$ cat src/rtl/dmem_arb_pkg.sv
`default_nettype none
// ============================================================================
// Module      : dmem_arb_pkg
// Description : Shared types and constants for the data-memory arbiter.
//               owner_e         - previous-cycle winner (IDLE/CPU/EXT)
//               WORD            - default address/data width
//               STARVE_CNT_W    - width of the ext starvation counter
// Revision    : 1.0 - initial release
// ============================================================================
package dmem_arb_pkg;

    localparam int WORD         = 16;
    localparam int STARVE_CNT_W = 4;

    typedef enum logic [1:0] {
        IDLE = 2'd0,
        CPU  = 2'd1,
        EXT  = 2'd2
    } owner_e;

endpackage
`default_nettype wire

$ cat src/rtl/dmem_arbiter_if.sv
`default_nettype none
// ============================================================================
// Module      : dmem_arbiter_if
// Description : Bundle of the cpu and ext requester ports, the registered
//               memory command and the read-data return path.
//               slave  - arbiter view (requests in, grants/command out)
//               master - environment view (requesters and memory)
//               starve_cnt exposes the ext starvation counter for observation.
// Revision    : 1.0 - initial release
// ============================================================================
interface dmem_arbiter_if
    import dmem_arb_pkg::*;
#(
    parameter int AW = WORD,
    parameter int DW = WORD
);
    // cpu requester
    logic                    cpu_req;
    logic                    cpu_we;
    logic [AW-1:0]           cpu_addr;
    logic [DW-1:0]           cpu_wdata;
    logic                    cpu_lock;
    logic                    cpu_gnt;
    logic                    cpu_rvalid;
    logic [DW-1:0]           cpu_rdata;
    // ext requester
    logic                    ext_req;
    logic                    ext_we;
    logic [AW-1:0]           ext_addr;
    logic [DW-1:0]           ext_wdata;
    logic                    ext_gnt;
    logic                    ext_rvalid;
    logic [DW-1:0]           ext_rdata;
    logic                    ext_starved;
    logic [STARVE_CNT_W-1:0] starve_cnt;
    // memory side
    logic                    mem_en;
    logic                    mem_we;
    logic [AW-1:0]           mem_addr;
    logic [DW-1:0]           mem_wdata;
    logic [DW-1:0]           mem_rdata;

    modport slave (
        input  cpu_req, cpu_we, cpu_addr, cpu_wdata, cpu_lock,
        input  ext_req, ext_we, ext_addr, ext_wdata,
        input  mem_rdata,
        output cpu_gnt, cpu_rvalid, cpu_rdata,
        output ext_gnt, ext_rvalid, ext_rdata, ext_starved, starve_cnt,
        output mem_en, mem_we, mem_addr, mem_wdata
    );

    modport master (
        output cpu_req, cpu_we, cpu_addr, cpu_wdata, cpu_lock,
        output ext_req, ext_we, ext_addr, ext_wdata,
        output mem_rdata,
        input  cpu_gnt, cpu_rvalid, cpu_rdata,
        input  ext_gnt, ext_rvalid, ext_rdata, ext_starved, starve_cnt,
        input  mem_en, mem_we, mem_addr, mem_wdata
    );

endinterface
`default_nettype wire

$ cat src/rtl/dmem_arb_starve.sv
`default_nettype none
// ============================================================================
// Module      : dmem_arb_starve
// Description : Saturating count of consecutive cycles in which ext requested
//               but was not granted. Cleared by an ext grant or by ext
//               dropping its request.
// Ports       : clk, reset (async, active-low)
//               i_ext_req, i_ext_gnt  - ext request / grant this cycle
//               o_starve_cnt          - current count
//               o_at_limit            - count has reached STARVE_LIMIT
// Revision    : 1.0 - initial release
// ============================================================================
module dmem_arb_starve
    import dmem_arb_pkg::*;
#(
    parameter int STARVE_LIMIT = 4
) (
    input  wire logic                    clk,
    input  wire logic                    reset,
    input  wire logic                    i_ext_req,
    input  wire logic                    i_ext_gnt,
    output logic [STARVE_CNT_W-1:0]      o_starve_cnt,
    output logic                         o_at_limit
);

    localparam logic [STARVE_CNT_W-1:0] c_LIMIT = STARVE_CNT_W'(STARVE_LIMIT);
    localparam logic [STARVE_CNT_W-1:0] c_ONE   = STARVE_CNT_W'(1);

    logic [STARVE_CNT_W-1:0] r_cnt;

    always_ff @(posedge clk or negedge reset) begin
        if (!reset) begin
            r_cnt <= '0;
        end else if (!i_ext_req || i_ext_gnt) begin
            r_cnt <= '0;
        end else if (r_cnt != c_LIMIT) begin
            r_cnt <= r_cnt + c_ONE;
        end
    end

    assign o_starve_cnt = r_cnt;
    assign o_at_limit   = (r_cnt == c_LIMIT);

endmodule
`default_nettype wire

$ cat src/rtl/dmem_arbiter.sv
`default_nettype none
// ============================================================================
// Module      : dmem_arbiter
// Description : Per-cycle arbiter sharing a single-port sync-read data memory
//               between the cpu load/store stage and an ext loader/debug
//               master. cpu has fixed priority; ext wins once it has been
//               denied STARVE_LIMIT consecutive cycles. The memory command is
//               registered (grant cycle N -> mem_* at N+1) and load data is
//               returned to the winner at N+2.
// Ports       : clk, reset (async, active-low), bus (dmem_arbiter_if.slave)
// Config      : DMEM_ARB_LOCK_EN - when defined, cpu_lock held by the current
//               cpu owner blocks every ext grant, including the override.
// Revision    : 1.0 - initial release
// ============================================================================
module dmem_arbiter
    import dmem_arb_pkg::*;
#(
    parameter int AW           = WORD,
    parameter int DW           = WORD,
    parameter int STARVE_LIMIT = 4
) (
    input  wire logic     clk,
    input  wire logic     reset,
    dmem_arbiter_if.slave bus
);

    owner_e                  r_owner;
    owner_e                  w_owner_nxt;
    logic                    w_lock_active;
    logic                    w_at_limit;
    logic [STARVE_CNT_W-1:0] w_starve_cnt;
    logic                    w_ext_starved;
    logic                    w_cpu_gnt;
    logic                    w_ext_gnt;
    logic                    w_any_gnt;
    logic                    w_win_we;

    logic                    r_mem_en;
    logic                    r_mem_we;
    logic [AW-1:0]           r_mem_addr;
    logic [DW-1:0]           r_mem_wdata;
    // Read tag pipeline: stage 1 travels with the memory command,
    // stage 2 marks the cycle the sync-read data is on mem_rdata.
    logic                    r_rd1_v;
    logic                    r_rd1_ext;
    logic                    r_rd2_v;
    logic                    r_rd2_ext;

    dmem_arb_starve #(
        .STARVE_LIMIT (STARVE_LIMIT)
    ) u_starve (
        .clk          (clk),
        .reset        (reset),
        .i_ext_req    (bus.ext_req),
        .i_ext_gnt    (w_ext_gnt),
        .o_starve_cnt (w_starve_cnt),
        .o_at_limit   (w_at_limit)
    );

    // ---------------- owner FSM: state register ----------------
    always_ff @(posedge clk or negedge reset) begin
        if (!reset) begin
            r_owner <= IDLE;
        end else begin
            r_owner <= w_owner_nxt;
        end
    end

    // ---------------- owner FSM: next state ----------------
    always_comb begin
        w_owner_nxt = IDLE;
        if (w_cpu_gnt) begin
            w_owner_nxt = CPU;
        end else if (w_ext_gnt) begin
            w_owner_nxt = EXT;
        end
    end

    // ---------------- owner FSM: outputs ----------------
    always_comb begin
        w_lock_active = 1'b0;
`ifdef DMEM_ARB_LOCK_EN
        w_lock_active = (r_owner == CPU) && bus.cpu_lock;
`else
        // Lock feature absent: ownership is tracked but never gates ext.
        w_lock_active = 1'b0 & (r_owner == CPU) & bus.cpu_lock;
`endif
    end

    // ---------------- grant logic ----------------
    // Grants are forced low while reset is asserted.
    always_comb begin
        w_ext_starved = reset && w_at_limit && bus.ext_req && !w_lock_active;
        w_cpu_gnt     = reset && bus.cpu_req && !w_ext_starved;
        w_ext_gnt     = w_ext_starved ||
                        (reset && bus.ext_req && !bus.cpu_req && !w_lock_active);
        w_any_gnt     = w_cpu_gnt || w_ext_gnt;
        w_win_we      = w_cpu_gnt ? bus.cpu_we : bus.ext_we;
    end

    // ---------------- command registers and read tags ----------------
    always_ff @(posedge clk or negedge reset) begin
        if (!reset) begin
            r_mem_en    <= 1'b0;
            r_mem_we    <= 1'b0;
            r_mem_addr  <= '0;
            r_mem_wdata <= '0;
            r_rd1_v     <= 1'b0;
            r_rd1_ext   <= 1'b0;
            r_rd2_v     <= 1'b0;
            r_rd2_ext   <= 1'b0;
        end else begin
            r_mem_en <= w_any_gnt;
            if (w_cpu_gnt) begin
                r_mem_we    <= bus.cpu_we;
                r_mem_addr  <= bus.cpu_addr;
                r_mem_wdata <= bus.cpu_wdata;
            end else if (w_ext_gnt) begin
                r_mem_we    <= bus.ext_we;
                r_mem_addr  <= bus.ext_addr;
                r_mem_wdata <= bus.ext_wdata;
            end
            r_rd1_v   <= w_any_gnt && !w_win_we;
            r_rd1_ext <= w_ext_gnt;
            r_rd2_v   <= r_rd1_v;
            r_rd2_ext <= r_rd1_ext;
        end
    end

    assign bus.cpu_gnt     = w_cpu_gnt;
    assign bus.ext_gnt     = w_ext_gnt;
    assign bus.ext_starved = w_ext_starved;
    assign bus.starve_cnt  = w_starve_cnt;
    assign bus.cpu_rvalid  = r_rd2_v && !r_rd2_ext;
    assign bus.ext_rvalid  = r_rd2_v && r_rd2_ext;
    assign bus.cpu_rdata   = bus.mem_rdata;
    assign bus.ext_rdata   = bus.mem_rdata;
    assign bus.mem_en      = r_mem_en;
    assign bus.mem_we      = r_mem_we;
    assign bus.mem_addr    = r_mem_addr;
    assign bus.mem_wdata   = r_mem_wdata;

endmodule
`default_nettype wire

$ cat src/flat_wrapper.sv
// flat-port wrapper written by rule: the top's interface ports become plain ports
module dmem_arbiter_flat import dmem_arb_pkg::*;
#(
    parameter int AW           = WORD,
    parameter int DW           = WORD,
    parameter int STARVE_LIMIT = 4
)
  (clk, reset, bus_cpu_req, bus_cpu_we, bus_cpu_addr, bus_cpu_wdata, bus_cpu_lock, bus_ext_req, bus_ext_we, bus_ext_addr, bus_ext_wdata, bus_mem_rdata, bus_cpu_gnt, bus_cpu_rvalid, bus_cpu_rdata, bus_ext_gnt, bus_ext_rvalid, bus_ext_rdata, bus_ext_starved, bus_starve_cnt, bus_mem_en, bus_mem_we, bus_mem_addr, bus_mem_wdata);
  dmem_arbiter_if #(.AW(AW), .DW(DW)) bus_i ();
  input  wire logic clk;
  input  wire logic reset;
  input wire logic [$bits(bus_i.cpu_req)-1:0] bus_cpu_req;
  input wire logic [$bits(bus_i.cpu_we)-1:0] bus_cpu_we;
  input wire logic [$bits(bus_i.cpu_addr)-1:0] bus_cpu_addr;
  input wire logic [$bits(bus_i.cpu_wdata)-1:0] bus_cpu_wdata;
  input wire logic [$bits(bus_i.cpu_lock)-1:0] bus_cpu_lock;
  input wire logic [$bits(bus_i.ext_req)-1:0] bus_ext_req;
  input wire logic [$bits(bus_i.ext_we)-1:0] bus_ext_we;
  input wire logic [$bits(bus_i.ext_addr)-1:0] bus_ext_addr;
  input wire logic [$bits(bus_i.ext_wdata)-1:0] bus_ext_wdata;
  input wire logic [$bits(bus_i.mem_rdata)-1:0] bus_mem_rdata;
  output wire logic [$bits(bus_i.cpu_gnt)-1:0] bus_cpu_gnt;
  output wire logic [$bits(bus_i.cpu_rvalid)-1:0] bus_cpu_rvalid;
  output wire logic [$bits(bus_i.cpu_rdata)-1:0] bus_cpu_rdata;
  output wire logic [$bits(bus_i.ext_gnt)-1:0] bus_ext_gnt;
  output wire logic [$bits(bus_i.ext_rvalid)-1:0] bus_ext_rvalid;
  output wire logic [$bits(bus_i.ext_rdata)-1:0] bus_ext_rdata;
  output wire logic [$bits(bus_i.ext_starved)-1:0] bus_ext_starved;
  output wire logic [$bits(bus_i.starve_cnt)-1:0] bus_starve_cnt;
  output wire logic [$bits(bus_i.mem_en)-1:0] bus_mem_en;
  output wire logic [$bits(bus_i.mem_we)-1:0] bus_mem_we;
  output wire logic [$bits(bus_i.mem_addr)-1:0] bus_mem_addr;
  output wire logic [$bits(bus_i.mem_wdata)-1:0] bus_mem_wdata;
  assign bus_i.cpu_req = bus_cpu_req;
  assign bus_i.cpu_we = bus_cpu_we;
  assign bus_i.cpu_addr = bus_cpu_addr;
  assign bus_i.cpu_wdata = bus_cpu_wdata;
  assign bus_i.cpu_lock = bus_cpu_lock;
  assign bus_i.ext_req = bus_ext_req;
  assign bus_i.ext_we = bus_ext_we;
  assign bus_i.ext_addr = bus_ext_addr;
  assign bus_i.ext_wdata = bus_ext_wdata;
  assign bus_i.mem_rdata = bus_mem_rdata;
  assign bus_cpu_gnt = bus_i.cpu_gnt;
  assign bus_cpu_rvalid = bus_i.cpu_rvalid;
  assign bus_cpu_rdata = bus_i.cpu_rdata;
  assign bus_ext_gnt = bus_i.ext_gnt;
  assign bus_ext_rvalid = bus_i.ext_rvalid;
  assign bus_ext_rdata = bus_i.ext_rdata;
  assign bus_ext_starved = bus_i.ext_starved;
  assign bus_starve_cnt = bus_i.starve_cnt;
  assign bus_mem_en = bus_i.mem_en;
  assign bus_mem_we = bus_i.mem_we;
  assign bus_mem_addr = bus_i.mem_addr;
  assign bus_mem_wdata = bus_i.mem_wdata;
  dmem_arbiter #(.AW(AW), .DW(DW), .STARVE_LIMIT(STARVE_LIMIT)) u_core (.clk(clk), .reset(reset), .bus(bus_i));
endmodule
$ cat config.mk
export PLATFORM = sky130hd
export DESIGN_NAME = dmem_arbiter_flat
export DESIGN_NICKNAME = d
export VERILOG_FILES = /design/src/rtl/dmem_arb_pkg.sv /design/src/rtl/dmem_arbiter_if.sv /design/src/rtl/dmem_arb_starve.sv /design/src/rtl/dmem_arbiter.sv /design/src/flat_wrapper.sv
export SDC_FILE = /design/constraint.sdc
export NUM_CORES = 1
export LEC_CHECK = 0
export CAP_MARGIN = 10
export CORE_MARGIN = 10
export CORE_UTILIZATION = 34
export DETAILED_ROUTE_END_ITERATION = 7
export PLACE_DENSITY = 0.87
export SLEW_MARGIN = 20
export SYNTH_ARGS = -nofsm -noshare
export SYNTH_HDL_FRONTEND = slang
export SYNTH_SLANG_ARGS = --single-unit
$ cat constraint.sdc
create_clock -name clk -period 1.8 [get_ports clk]
set_input_delay 0.27 -clock clk [delete_from_list [all_inputs] [get_ports clk]]
set_output_delay 0.27 -clock clk [all_outputs]
set_load 0.1 [all_outputs]
# Yosys cells after proc, flatten, opt, wreduce, memory -nomap -nowiden
# Index checks and enable logic that the tools add are counted.
# totals
register_bits	42
latch_bits	0
mem_bits_rw	0
rom_bits	0
out_inout_bits	75
wordCells	40
n_memories	0
# op_classes
add_sub_neg	1
mul	0
div	0
order_cmp	0
eq_ne	2
n_shift	0
n_mux	9
n_bitwise	0
reduce_logical	19
# ops
cell	count
2-to-1 mux 16 bit	4
logical AND 1 bit	9
2-to-1 mux 4 bit	2
logical NOT 1 bit	5
adder 4 x 1 -> 4 bit (second input constant)	1
== test 4 x 3 -> 1 bit (second input constant)	1
!= test 4 x 3 -> 1 bit (second input constant)	1
nonzero test 2 bit	2
logical OR 1 bit	3
2-to-1 mux 1 bit	3

# Depth between registers and ports, before layout
# logic_depth
word_depth	8
mapped_depth	7

# By module
# From an unflattened synthesis, not the netlist that was laid out.
# hier_totals
hier_cells	178
area_unflattened_um2	2153.3
# by_module_without_submodules
module	instances	cells_each	area_per_inst_um2
dmem_arbiter	1	158	1935.6
dmem_arb_starve	1	20	217.7

# Worst setup path before layout
# Ideal clock, no wire load.
# synth_path
path_kind	register to output
startpoint	reg u_core.u_starve.r_cnt[2], in the netlist u_core.u_starve.o_starve_cnt[2]
endpoint	out bus_ext_starved
t_arrival_ns	2.675
required_time_ns	1.530
path_slack_ns	-1.145
path_stages_with_launch	3
path_cell_list	dfrtp_1 > nand3b_1 > nor2_1
# synth_between
elab_chain_cells	3
# synth_lines
element	line_no	rtl
from (decl)	dmem_arb_starve.sv:29	logic [STARVE_CNT_W-1:0] r_cnt;
from (signal assigned)	dmem_arb_starve.sv:37	r_cnt <= r_cnt + c_ONE;
== test 4 x 3 -> 1 bit	dmem_arb_starve.sv:42	assign o_at_limit = (r_cnt == c_LIMIT);
logical AND 1 bit (2 in series)	dmem_arbiter.sv:93	w_ext_starved = reset && w_at_limit && bus.ext_req && !w_lock_active;
to (decl)	flat_wrapper.sv:28	output wire logic [$bits(bus_i.ext_starved)-1:0] bus_ext_starved;
# Every way passes these cells.

# Final worst setup path
# layout_path
startpoint	reg u_core.u_starve.r_cnt[0], in the netlist u_core.u_starve.o_starve_cnt[0]
endpoint	out bus_ext_starved
# Same word-level chain as after synthesis.

==> flow_summary.yaml <==
drt:
  drtIter0Drc: 91
  drt.antenna.violating_nets: 0
  drt_first_pass_iters: 4
  detailroute.via_count: 1803
  wire_per_inst_um: 19.8
  route.detailed.vias_per_inst: 5.06
  drt_drc_violations_left: 0
  finalWirelength_mm: 7.04
layout:
  final-seq-area_sq_um: 1060
  finish.net_count: 369
  post_route_cells_drive_above_1_share_pct: 31.0
  fillers: 510
  layout.cells.most_common: "clkdlybuf4s50_1"
  multi_input_area_sq_um: 768
  commonest_non_fill_non_tap_cells_in_the_layout: "clkdlybuf4s50_1 (68), buf_4 (46), dfrtp_1 (38)"
  syn_to_layout_area_delta_pct: 63.5
  antenna_cells: 0
  final_core_utilization_pct: 57.7
worst_setup_path:
  crit_end_element: "primary output"
  timing.setup.critical_path_class: "reg -> out"
  worst_r2r_startpoint: "u_core.u_starve.o_starve_cnt[0]"
  critical_path.startpoint: "u_core.u_starve.o_starve_cnt[0]"
  cp-start-kind: "flop"
  critPathMaxFanout: 3
  worst-endpoint-required_ps: 1530
  arrival_time_at_the_worst_endpoint_ps: 1590
die:
  core_area_sq_um: 5960
  chipWidth_um: 98.6
  initial_utilization_pct: 35.3
  dieArea_sq_um: 9720
  rows: 28
  die_height_um: 98.6
  boundaryPins: 162
synth:
  yosys.cell_types.count: 27
  synthCells: 180
  post_synth_instance_area_sq_um: 2100
  syn-mean-instance-area_sq_um: 11.7
  yosysWarnings: 0
  yosys_most_used_dff: "dfrtp_1"
  synth_nets: 269
  synth-edff-count: 0
  postSynth.asyncResetShare_pct: 100
  synth.ff_latch_count: 42
  synth-seq-area-share_pct: 50.0
global_routing:
  first_global_vias: 2098
  first_pass_grt_wire_length_mm: 11.0
  antenna_found_initial: 0
  largest_net_degree_at_the_start_of_global_routing: 37
  global_route.usage.total_pct: 13.8
  overflow: 0
clocking:
  clock_latency_ps: 290
  cts_tree: "done"
  clock_sinks: 42
  numCtsBuffers: 5
  clock_path_buffers: 2
  htreeDepth: 2
  cts_hold_buf: 0
  cts.clk_slew.worst_paths_ps: 80
  cts-root-buf: "clkbuf_8"
timing:
  rsz_0062_raised_after_global_routing: "true"
  final.min_clock_period_ps: 1860
  finalMaxSlewViolations: 0
  period_share_pct: 104
  fmax_ghz: 0.537
  final-hold-violation-count: 0
  setup_viol_count_final: 3
  finalClockSkew_ps: 4.90
  layout_setup_ws_ps: -63.5
  tightest_pin_transition_ps: 362
  worst_slew_margin_rel_pct: 75.9
placed_design:
  place_worst_setup_slack_ps: -23.0
  dp_hpwl_mm: 5.35
  gp_congestion: 0.777
  port-buffer-count: 112
status:
  failed_checks: "negative setup slack"
  run_status: "complete, but fails checks"
worst_hold_path:
  hold_path.class: "in -> async"
power_and_ir_drop:
  vdd_drop_max_uv: 526
  cellLeakagePower_uw: 0.00151
  pwr_per_cell_area_nw_per_um2: 990
flow_run:
  max-cap-violations: 0
[power breakdown]
group / leakage [uW] / switching (uW) / total (uW) / internal [uW]
clock network: 0.0000514 / 328 / 742 / 414
logic: 0.000942 / 1060 / 1540 / 483
registers: 0.000519 / 63.9 / 1120 / 1060
[area by class of cell]
type                       instances  area share (%)
inverter                           4           0.437
timing repair buffer             135            40.4
clock buffer                       6            2.11
sequential                        42            30.9
tap                               75            2.73
multi-input combinational         92            22.4
clock inverter                     2            1.09
[cells by family after synthesis]
family / synth area share, %
AO/OA/AOI/OAI: 17.3
XOR/XNOR: 0.417
multiplexers: 0.953
AND/OR/NAND/NOR: 14.5
adder cells (fa/ha/maj): 1.19
buffers and inverters: 15.5
flip-flops: 50.0
[repair_timing]
action                     in CTS  in global routing
pin swaps                       3                  2
resized for setup              12                  2
setup endpoints to repair       3                  9
gates cloned                    0                  0
setup buffers                  11                  1
[through the flow]
stage	instance area (sq um)	hold slack, ps	cells	TNS (ps)	total power, uW
after floorplan	2170	-25.6	180	-1580	2490
after global placement	3200	316	338	0	2630
after detailed placement	3200	336	338	-46.3	2660
after CTS	3440	19.9	357	-213	3430
after global routing	3430	32.8	356	-380	3530
final	3430	27.9	356	-179	3400
[worst max-delay path, stage by stage, from the launching register on]
cell,delay [ps]
dfrtp_4,480
inv_2,70
ha_4,140
nand3b_1,160
buf_6,180
nor2_4,90
buf_12,180
[cells in the mapped netlist, types with 2 or more instances]
cell | n | area, sq um
nor3b_1 | 3 | 22.5
buf_4 | 32 | 240
nor2_1 | 3 | 11.3
a221o_1 | 32 | 320
nand2_1 | 2 | 7.51
and2_1 | 33 | 206
buf_2 | 3 | 15.0
dfrtp_1 | 42 | 1050
inv_1 | 4 | 15.0
mux2i_1 | 2 | 20.0
buf_6 | 4 | 45.0
clkbuf_1 | 3 | 11.3
ha_1 | 2 | 25.0
nand4b_1 | 2 | 17.5
[state kept, by name (all words and copies together) (netlist names)]
signal / count
u_core.bus.mem_addr: 16
u_core.r_rd2_v: 1
u_core.bus.mem_en: 1
u_core.bus.mem_we: 1
u_core.bus.mem_wdata: 16
u_core.r_rd1_v: 1
u_core.u_starve.o_starve_cnt: 4
u_core.r_rd2_ext: 1
u_core.r_rd1_ext: 1
[routing by layer]
metal	GRT usage, %	up-vias	part of all wire, %
li1	-	821	-
met1	14.3	912	36
met2	25.9	66	56
met3	4.89	4	6.9
met4	2.98	0	0.36
met5	0	-	0
[final timing paths]
check | endpoint | slack (ps) | cells past startpoint
setup / recovery | bus_ext_starved | -60 | 6
hold / removal | u_core.r_rd2_v | 30 | 2
setup reg to reg | u_core.bus.mem_wdata[7] | 50 | 7
hold reg to reg | u_core.r_rd2_v | 350 | 0
max in group asynchronous | u_core.bus.mem_addr[3] | 1430 | 2
min in group clk | u_core.r_rd2_v | 350 | 0
Note: power is estimated with default switching activity, not from simulation.
